File: src/rtl/mac_pkg.sv
// Shared sizing, FSM state encoding and requester-id type for the MAC job arbiter.
package mac_pkg;

  localparam int MAT_M          = 4;
  localparam int MAT_K          = 4;
  localparam int MAT_N          = 4;
  localparam int DW_IN          = 8;
  localparam int DW_OUT         = DW_IN * 2;
  localparam int TIMEOUT_CYCLES = 1024;

  typedef logic req_id_t;

  typedef enum logic [2:0] {
    IDLE,
    REQ,
    LOAD,
    WAIT_DONE,
    DRAIN,
    READ,
    RESP
  } arb_state_t;

  function automatic logic [1:0] id_to_onehot(input req_id_t id);
    return id ? 2'b10 : 2'b01;
  endfunction

endpackage

File: src/rtl/rr_arb2.sv
// Two-way round-robin arbiter; the pointer flips away from whoever was just served.
module rr_arb2
  import mac_pkg::*;
(
  input  logic       clk,
  input  logic       rstn,
  input  logic [1:0] req,
  input  logic       advance,
  output logic [1:0] grant,
  output req_id_t    grant_id
);

  req_id_t prio;

  always_comb begin
    grant    = 2'b00;
    grant_id = prio;
    case (req)
      2'b01: begin
        grant    = 2'b01;
        grant_id = 1'b0;
      end
      2'b10: begin
        grant    = 2'b10;
        grant_id = 1'b1;
      end
      2'b11: begin
        grant    = id_to_onehot(prio);
        grant_id = prio;
      end
      default: ;
    endcase
  end

  always_ff @(posedge clk or negedge rstn) begin
    if (!rstn) begin
      prio <= 1'b0;
    end else if (advance) begin
      prio <= ~grant_id;
    end
  end

endmodule

File: src/rtl/mac_job_arbiter.sv
// Shares one MAC block between two requesters: accepts a job, loads it, waits for
// completion (with timeout), reads the result back and hands it to the owner.
module mac_job_arbiter
  import mac_pkg::*;
#(
  parameter  int param_M            = MAT_M,
  parameter  int param_K            = MAT_K,
  parameter  int param_N            = MAT_N,
  parameter  int DATA_WIDTH_INITIAL = DW_IN,
  parameter  int DATA_WIDTH_FINAL   = DATA_WIDTH_INITIAL * 2,
  parameter  int TIMEOUT            = TIMEOUT_CYCLES,
  localparam int A_W   = param_M * param_K * DATA_WIDTH_INITIAL,
  localparam int B_W   = param_K * param_N * DATA_WIDTH_INITIAL,
  localparam int C_W   = param_M * param_N * DATA_WIDTH_FINAL,
  localparam int CNT_W = $clog2(TIMEOUT)
) (
  input  logic                clk,
  input  logic                rstn,
  input  logic [1:0]          req_val,
  output logic [1:0]          req_rdy,
  input  logic [1:0][A_W-1:0] req_a,
  input  logic [1:0][B_W-1:0] req_b,
  output logic [1:0]          rsp_val,
  input  logic [1:0]          rsp_rdy,
  output logic [C_W-1:0]      rsp_c,
  output logic                rsp_err,
  output logic                busy,
  output logic                err_sticky,
  output logic                mac_h2b_val,
  input  logic                mac_h2b_rdy,
  output logic [A_W-1:0]      mac_a,
  output logic [B_W-1:0]      mac_b,
  output logic                mac_we,
  output logic                mac_b2h_rdy,
  output logic                mac_c_re,
  input  logic [C_W-1:0]      mac_c,
  input  logic                mac_done,
  input  logic                mac_b2h_val
);

  arb_state_t       state;
  logic [A_W-1:0]   a_lat;
  logic [B_W-1:0]   b_lat;
  logic [C_W-1:0]   result;
  logic             err_flag;
  req_id_t          gnt_id;
  logic [CNT_W-1:0] wait_cnt;
  logic [1:0]       grant;
  req_id_t          win_id;
  logic             accept;

  // block2host_val carries no extra information: C is readable once mac_done has fired.
  logic unused_b2h_val;
  assign unused_b2h_val = mac_b2h_val;

  rr_arb2 u_arb (
    .clk     (clk),
    .rstn    (rstn),
    .req     (req_val),
    .advance (accept),
    .grant   (grant),
    .grant_id(win_id)
  );

  assign req_rdy = (state == IDLE && rstn) ? grant : 2'b00;
  assign accept  = |(req_val & req_rdy);

  assign busy        = (state != IDLE);
  assign mac_h2b_val = (state == REQ) || (state == LOAD);
  assign mac_we      = (state == LOAD);
  assign mac_a       = (state == LOAD) ? a_lat : '0;
  assign mac_b       = (state == LOAD) ? b_lat : '0;
  assign mac_b2h_rdy = (state == READ);
  assign mac_c_re    = (state == READ);
  assign rsp_val     = (state == RESP) ? id_to_onehot(gnt_id) : 2'b00;
  assign rsp_c       = result;
  assign rsp_err     = err_flag;

  always_ff @(posedge clk or negedge rstn) begin
    if (!rstn) begin
      state      <= IDLE;
      a_lat      <= '0;
      b_lat      <= '0;
      result     <= '0;
      err_flag   <= 1'b0;
      err_sticky <= 1'b0;
      gnt_id     <= 1'b0;
      wait_cnt   <= '0;
    end else begin
      case (state)
        IDLE: begin
          if (accept) begin
            a_lat    <= req_a[win_id];
            b_lat    <= req_b[win_id];
            gnt_id   <= win_id;
            err_flag <= 1'b0;
            state    <= REQ;
          end
        end
        REQ: begin
          if (mac_h2b_rdy) state <= LOAD;
        end
        LOAD: begin
          wait_cnt <= '0;
          state    <= WAIT_DONE;
        end
        // A hung MAC still produces a response, flagged as an error with an all-zero C.
        WAIT_DONE: begin
          if (mac_done) begin
            state <= DRAIN;
          end else if (wait_cnt == CNT_W'(TIMEOUT - 1)) begin
            result     <= '0;
            err_flag   <= 1'b1;
            err_sticky <= 1'b1;
            state      <= RESP;
          end else begin
            wait_cnt <= wait_cnt + 1'b1;
          end
        end
        DRAIN: state <= READ;
        READ: begin
          result <= mac_c;
          state  <= RESP;
        end
        RESP: begin
          if (rsp_rdy[gnt_id]) state <= IDLE;
        end
        default: state <= IDLE;
      endcase
    end
  end

endmodule

File: config.mk
export PLATFORM = sky130hd
export DESIGN_NAME = mac_job_arbiter
export DESIGN_NICKNAME = d
export VERILOG_FILES = /design/src/rtl/mac_pkg.sv /design/src/rtl/rr_arb2.sv /design/src/rtl/mac_job_arbiter.sv
export SDC_FILE = /design/constraint.sdc
export NUM_CORES = 1
export LEC_CHECK = 0
export CAP_MARGIN = 15
export CORE_AREA = 2 2 513 515
export DETAILED_ROUTE_END_ITERATION = 8
export DIE_AREA = 0 0 515 517
export PLACE_DENSITY = 0.4
export SYNTH_ARGS = -nofsm -noshare
export SYNTH_HDL_FRONTEND = slang
export SYNTH_SLANG_ARGS = --single-unit
File: constraint.sdc
create_clock -name clk -period 6.35 [get_ports clk]
set_input_delay 1.5875 -clock clk [delete_from_list [all_inputs] [get_ports clk]]
set_output_delay 1.5875 -clock clk [all_outputs]
set_load 0.01 [all_outputs]
# After elaboration in Yosys (flattened, before gate mapping)
# Index checks and enable logic that the tools add are counted.
dict set report totals {
  register_bits 529
  in_bits 777
  output_inout_bits 523
  word_cells 76
}
dict set report op_classes {
  n_addsub 1
  order_cmp 2
  n_eq_ne 17
  muxes 30
  n_bitwise 3
  reduce_logical 14
}
# op count
set ops {}
lappend ops {{$mux W128} 6}
lappend ops {{$mux W256} 2}
lappend ops {{$pmux W256 S2} 1}
lappend ops {{$pmux W3 S7} 1}
lappend ops {{$mux W10} 2}
lappend ops {{$pmux W10 S2} 1}
lappend ops {{$mux W3} 5}
lappend ops {{$add A10 B1 Y10 const B} 1}
lappend ops {{$eq A10 B10 Y1 const B} 1}
lappend ops {{$ne A2 B2 Y1 const B} 5}
lappend ops {{$eq A3 B3 Y1 const B} 3}
lappend ops {{$reduce_and A3 Y1} 3}
lappend ops {{$mux W2} 4}
lappend ops {{$reduce_and A4 Y1} 2}
lappend ops {{$eq A3 B2 Y1 const B} 2}
lappend ops {{$pmux W2 S3} 1}
lappend ops {{$reduce_bool A2 Y1} 3}
lappend ops {{$mux W1} 5}
lappend ops {{$eq A2 B2 Y1 const B} 2}
lappend ops {{$lt A1 B2 Y1 const B} 2}
lappend ops {{$pmux W1 S2} 2}
lappend ops {{$eq A3 B1 Y1 const B} 1}
lappend ops {{$logic_not A3 Y1} 1}
lappend ops {{$ne A3 B3 Y1 const B} 1}
lappend ops {{other kinds (9)} 10}

# Longest topological paths before layout
dict set report logic_depth {
  depth_word 7
  ltp_mapped 8
  mapped_depth_nobuf 5
}

# Cells and area by module
# Synthesis repeated with hierarchy kept, for this count alone.
dict set report hier_totals {
  hier_cells 2083
  area_unflattened_um2 23470.0
}
# module instances cells_per_inst area_per_inst_um2 seq_area_each_um2
set by_module_without_submodules {}
lappend by_module_without_submodules {mac_job_arbiter 1 2068 23331.1 13212.7}
lappend by_module_without_submodules {rr_arb2 1 15 138.9 25.0}

# Worst setup path after synthesis
# Ideal clock, no wire load.
dict set report synth_timing {
  kind {input port to output port}
  from {in rstn}
  to {out req_rdy[0]}
  arrival_ns 2.266
  required_time_ns 4.762
  slack_ns 2.496
  stages 2
  n_path_buf 0
  path_cell_list {or4b_4 -> a21oi_1}
}
dict set report synth_between {
  elab_chain_cells 2
}
# item line
set synth_lines {}
lappend synth_lines {{start: declaration} mac_job_arbiter.sv:18} ;# input logic rstn,
lappend synth_lines {{$logic_and A1 B1 Y1} mac_job_arbiter.sv:65} ;# assign req_rdy = (state == IDLE && rstn) ? grant : 2'b00;
lappend synth_lines {{$mux W2} mac_job_arbiter.sv:65}
lappend synth_lines {{end: declaration} mac_job_arbiter.sv:20} ;# output logic [1:0] req_rdy,
# Every way passes these cells.

# Worst setup path after layout
dict set report layout_timing {
  from {in rstn}
  to {out req_rdy[1]}
}
# The elaborated chain is that of the path after synthesis.

==> flow_summary.json <==
{
  "cts-buffers-inserted": 75,
  "slowest_delay_ns": 0.72,
  "syn_area_mm2": 0.02341,
  "antenna_found_initial": 158,
  "period_minus_slack_ns": 5.107,
  "hold_slack_ns": 0.4702,
  "wl_met1_mm": 63.26,
  "route.met2.wl_mm": 79.18,
  "r2r-end": "rsp_c[60]$_DFFE_PN0P_",
  "area_growth_pct": 83.35,
  "synth_area_leaders": "dfrtp_1 57%, mux2i_1 11%, a22o_1 9.6%",
  "required_ns": 4.76,
  "drt_wl_total_mm": 170.8,
  "via_count": 21920,
  "p_leak_nw": 17.53,
  "worst_ep_arrival_time_ns": 3.52,
  "die_area_mm2": 0.2663,
  "fill_cells": 28900,
  "setup_violations": 0,
  "slew_headroom": 0.3195,
  "routabilityCongestion": 0.8201,
  "final_layout_size_suffix_gt1_frac": 0.05268,
  "critPathKind": "primary input to output pin",
  "rsz0062_at_grt": "false",
  "clock_sinks": 529,
  "grt_max_degree": 147,
  "postSynth.asyncResetShare": 1.000,
  "ys_seq_area_frac": 0.5656,
  "cap_viol_max_count": 0,
  "end_kind": "output pin",
  "cts.path.max_buffers": 3,
  "hold_path_class": "flop to flop",
  "hp-start": "err_sticky$_DFFE_PN0P_",
  "endpoint": "req_rdy[1]",
  "cts_resized": 0,
  "antenna_violating_nets_post_route": 0,
  "synth-seq-cells": 529,
  "clk_pin_slew_ns": 0.06,
  "worstReg2RegStart": "state[2]$_DFFE_PN0P_",
  "fmax_mhz": 195.8,
  "rows": 188,
  "die_h_um": 517,
  "clock-skew-final_ns": 0.07907,
  "port-buffer-count": 1298,
  "wl_per_cell_um": 25.03,
  "cts_hold_buffers": 0,
  "hpwl_mm": 140.5,
  "routed.top_layer": "met5",
  "via_per_inst": 3.211,
  "vdd_ir_drop_max_v": 0.0002247,
  "cts_max_level": 3,
  "setup_tns_ns": 0,
  "yosysTopAreaCellShare": 0.5656,
  "reg2reg_slack_ns": 3.17,
  "synth-warning-count": 0,
  "grt_pass1_wl_mm": 216.7,
  "cellPowerDensity_mw_per_mm2": 439.6,
  "layout_commonest_cell": "clkdlybuf4s50_1",
  "cp-startpoint": "rstn",
  "nets": 4106,
  "finalCritPeriodShare": 0.8043,
  "grt_pass1_vias": 21950,
  "synth_edf_count": 0,
  "cp_slowest_cell": "clkdlybuf4s50_1",
  "drc_errors": 0,
  "startpoint_type": "primary input",
  "synthFlopType": "dfrtp_1",
  "postSynthAreaPerCell_um2": 11.25,
  "synth_cell_types": 42,
  "final_cell_mix": "1297 x clkdlybuf4s50_1, 529 x dfrtp_1, 264 x a21oi_1, 262 x nor2_1, 257 x a22o_1",
  "cts_setup_buffers": 0,
  "path_max_fanout": 54,
  "netlist_instances": 2080,
  "cts_root_buf": "clkbuf_16",
  "synth_top_area_cell": "dfrtp_1",
  "worstMarginPinSlew_ns": 1.021,
  "drtIter0Drc": 1082,
  "start_util": 0.08964,
  "finalHoldViolCount": 0,
  "grt_overflow": 0,
  "path_cells": "buf_8 > or4b_4 > a21oi_1 > clkdlybuf4s50_1",
  "drv_slew": 0,
  "cts_tree": "done",
  "grt_usage": 0.1225,
  "syn_nets": 2860,
  "die_w_um": 515,
  "insertion_delay_ns": 0.73,
  "dr.pass1.iters": 5,
  "io_pins": 1300,
  "wl_met3_mm": 20.96,
  "status": "completed",
  "r2r_cells": 5,
  "coreArea_mm2": 0.2611
}
==> worst max-delay path: cells and delay by family <==
kind	cells	cell delay [ns]
buffers and inverters	2	1.08
AND/OR/NAND/NOR	1	0.63
AO/OA/AOI/OAI	1	0.18
==> power breakdown <==
group | switching [mW] | internal, mW | total, mW
combinational | 4.06 | 4.36 | 8.42
clock | 1.83 | 2.63 | 4.46
sequential | 1.02 | 4.97 | 5.99
==> logic make-up (layout without fill, tap and decap cells) <==
group | count (synthesis) | count (layout) | share of synthesized area
AOI/OAI and AO/OA | 544 | 544 | 0.1597
buffers and inverters | 181 | 1480 | 0.04047
muxes | 259 | 259 | 0.1109
other | 0 | 27 | 0
DFF | 529 | 529 | 0.5656
adders and majority gates | 3 | 3 | 0.001604
and+or+nand+nor | 564 | 564 | 0.1218
==> metrics by stage <==
stage	utilization	setup slack, ns	area (um^2)	power [mW]	std cells
2_1_floorplan	-	2.496	23410	9.562	2080
3_3_place_gp	0.1545	1.155	40340	14.64	6669
3_5_place_dp	0.1545	1.129	40340	14.68	6669
4_1_cts	0.1641	1.127	42850	19.38	6799
5_1_grt	0.1642	1.108	42880	20.09	6811
6_report	0.1644	1.243	42920	18.86	6826
==> area by class of cell <==
class | instances | area, um^2 | share of cell area
Antenna cell | 27 | 67.56 | 0.001574
Clock buffer | 101 | 2125 | 0.04950
Clock inverter | 29 | 387.9 | 0.009038
Inverter | 5 | 18.77 | 0.0004373
Multi-Input combinational cell | 1370 | 9263 | 0.2158
Sequential cell | 529 | 13240 | 0.3085
Tap cell | 3420 | 4279 | 0.09971
Timing Repair Buffer | 1345 | 13540 | 0.3155
==> how the worst min path moves through the flow <==
stage	end	slack, ns	cells past startpoint
floorplan	wait_cnt[0]$_DFFE_PN0P_	0.46	1
global placement	err_sticky$_DFFE_PN0P_	0.46	1
detailed placement	err_sticky$_DFFE_PN0P_	0.46	1
CTS	err_sticky$_DFFE_PN0P_	0.48	1
global route	err_sticky$_DFFE_PN0P_	0.51	1
finish	err_sticky$_DFFE_PN0P_	0.47	1
==> state kept, by name, indices dropped and copies added (netlist names) <==
signal and cells:
rsp_c 256, a_lat 128, b_lat 128, wait_cnt 10
state 3, err_sticky 1, gnt_id 1, rsp_err 1
u_arb.prio 1
==> metal layers <==
metal	vias up	GRT usage
li1	9897	-
met1	10340	0.1313
met2	1180	0.2021
met3	391	0.06706
met4	112	0.04445
met5	-	0
==> cell usage after synthesis (3+ instances only) <==
cell,instances
dfrtp_1,529
nand3_1,4
buf_2,25
nand2b_1,4
buf_1,5
ha_1,3
mux2i_1,257
nand2_1,13
o21ai_0,6
clkbuf_1,107
nor2_1,265
inv_1,5
nor3_1,4
buf_4,17
a22o_1,257
a21oi_1,264
a31oi_1,6
and2_1,256
buf_6,20
(Power assumes the default switching activity.)
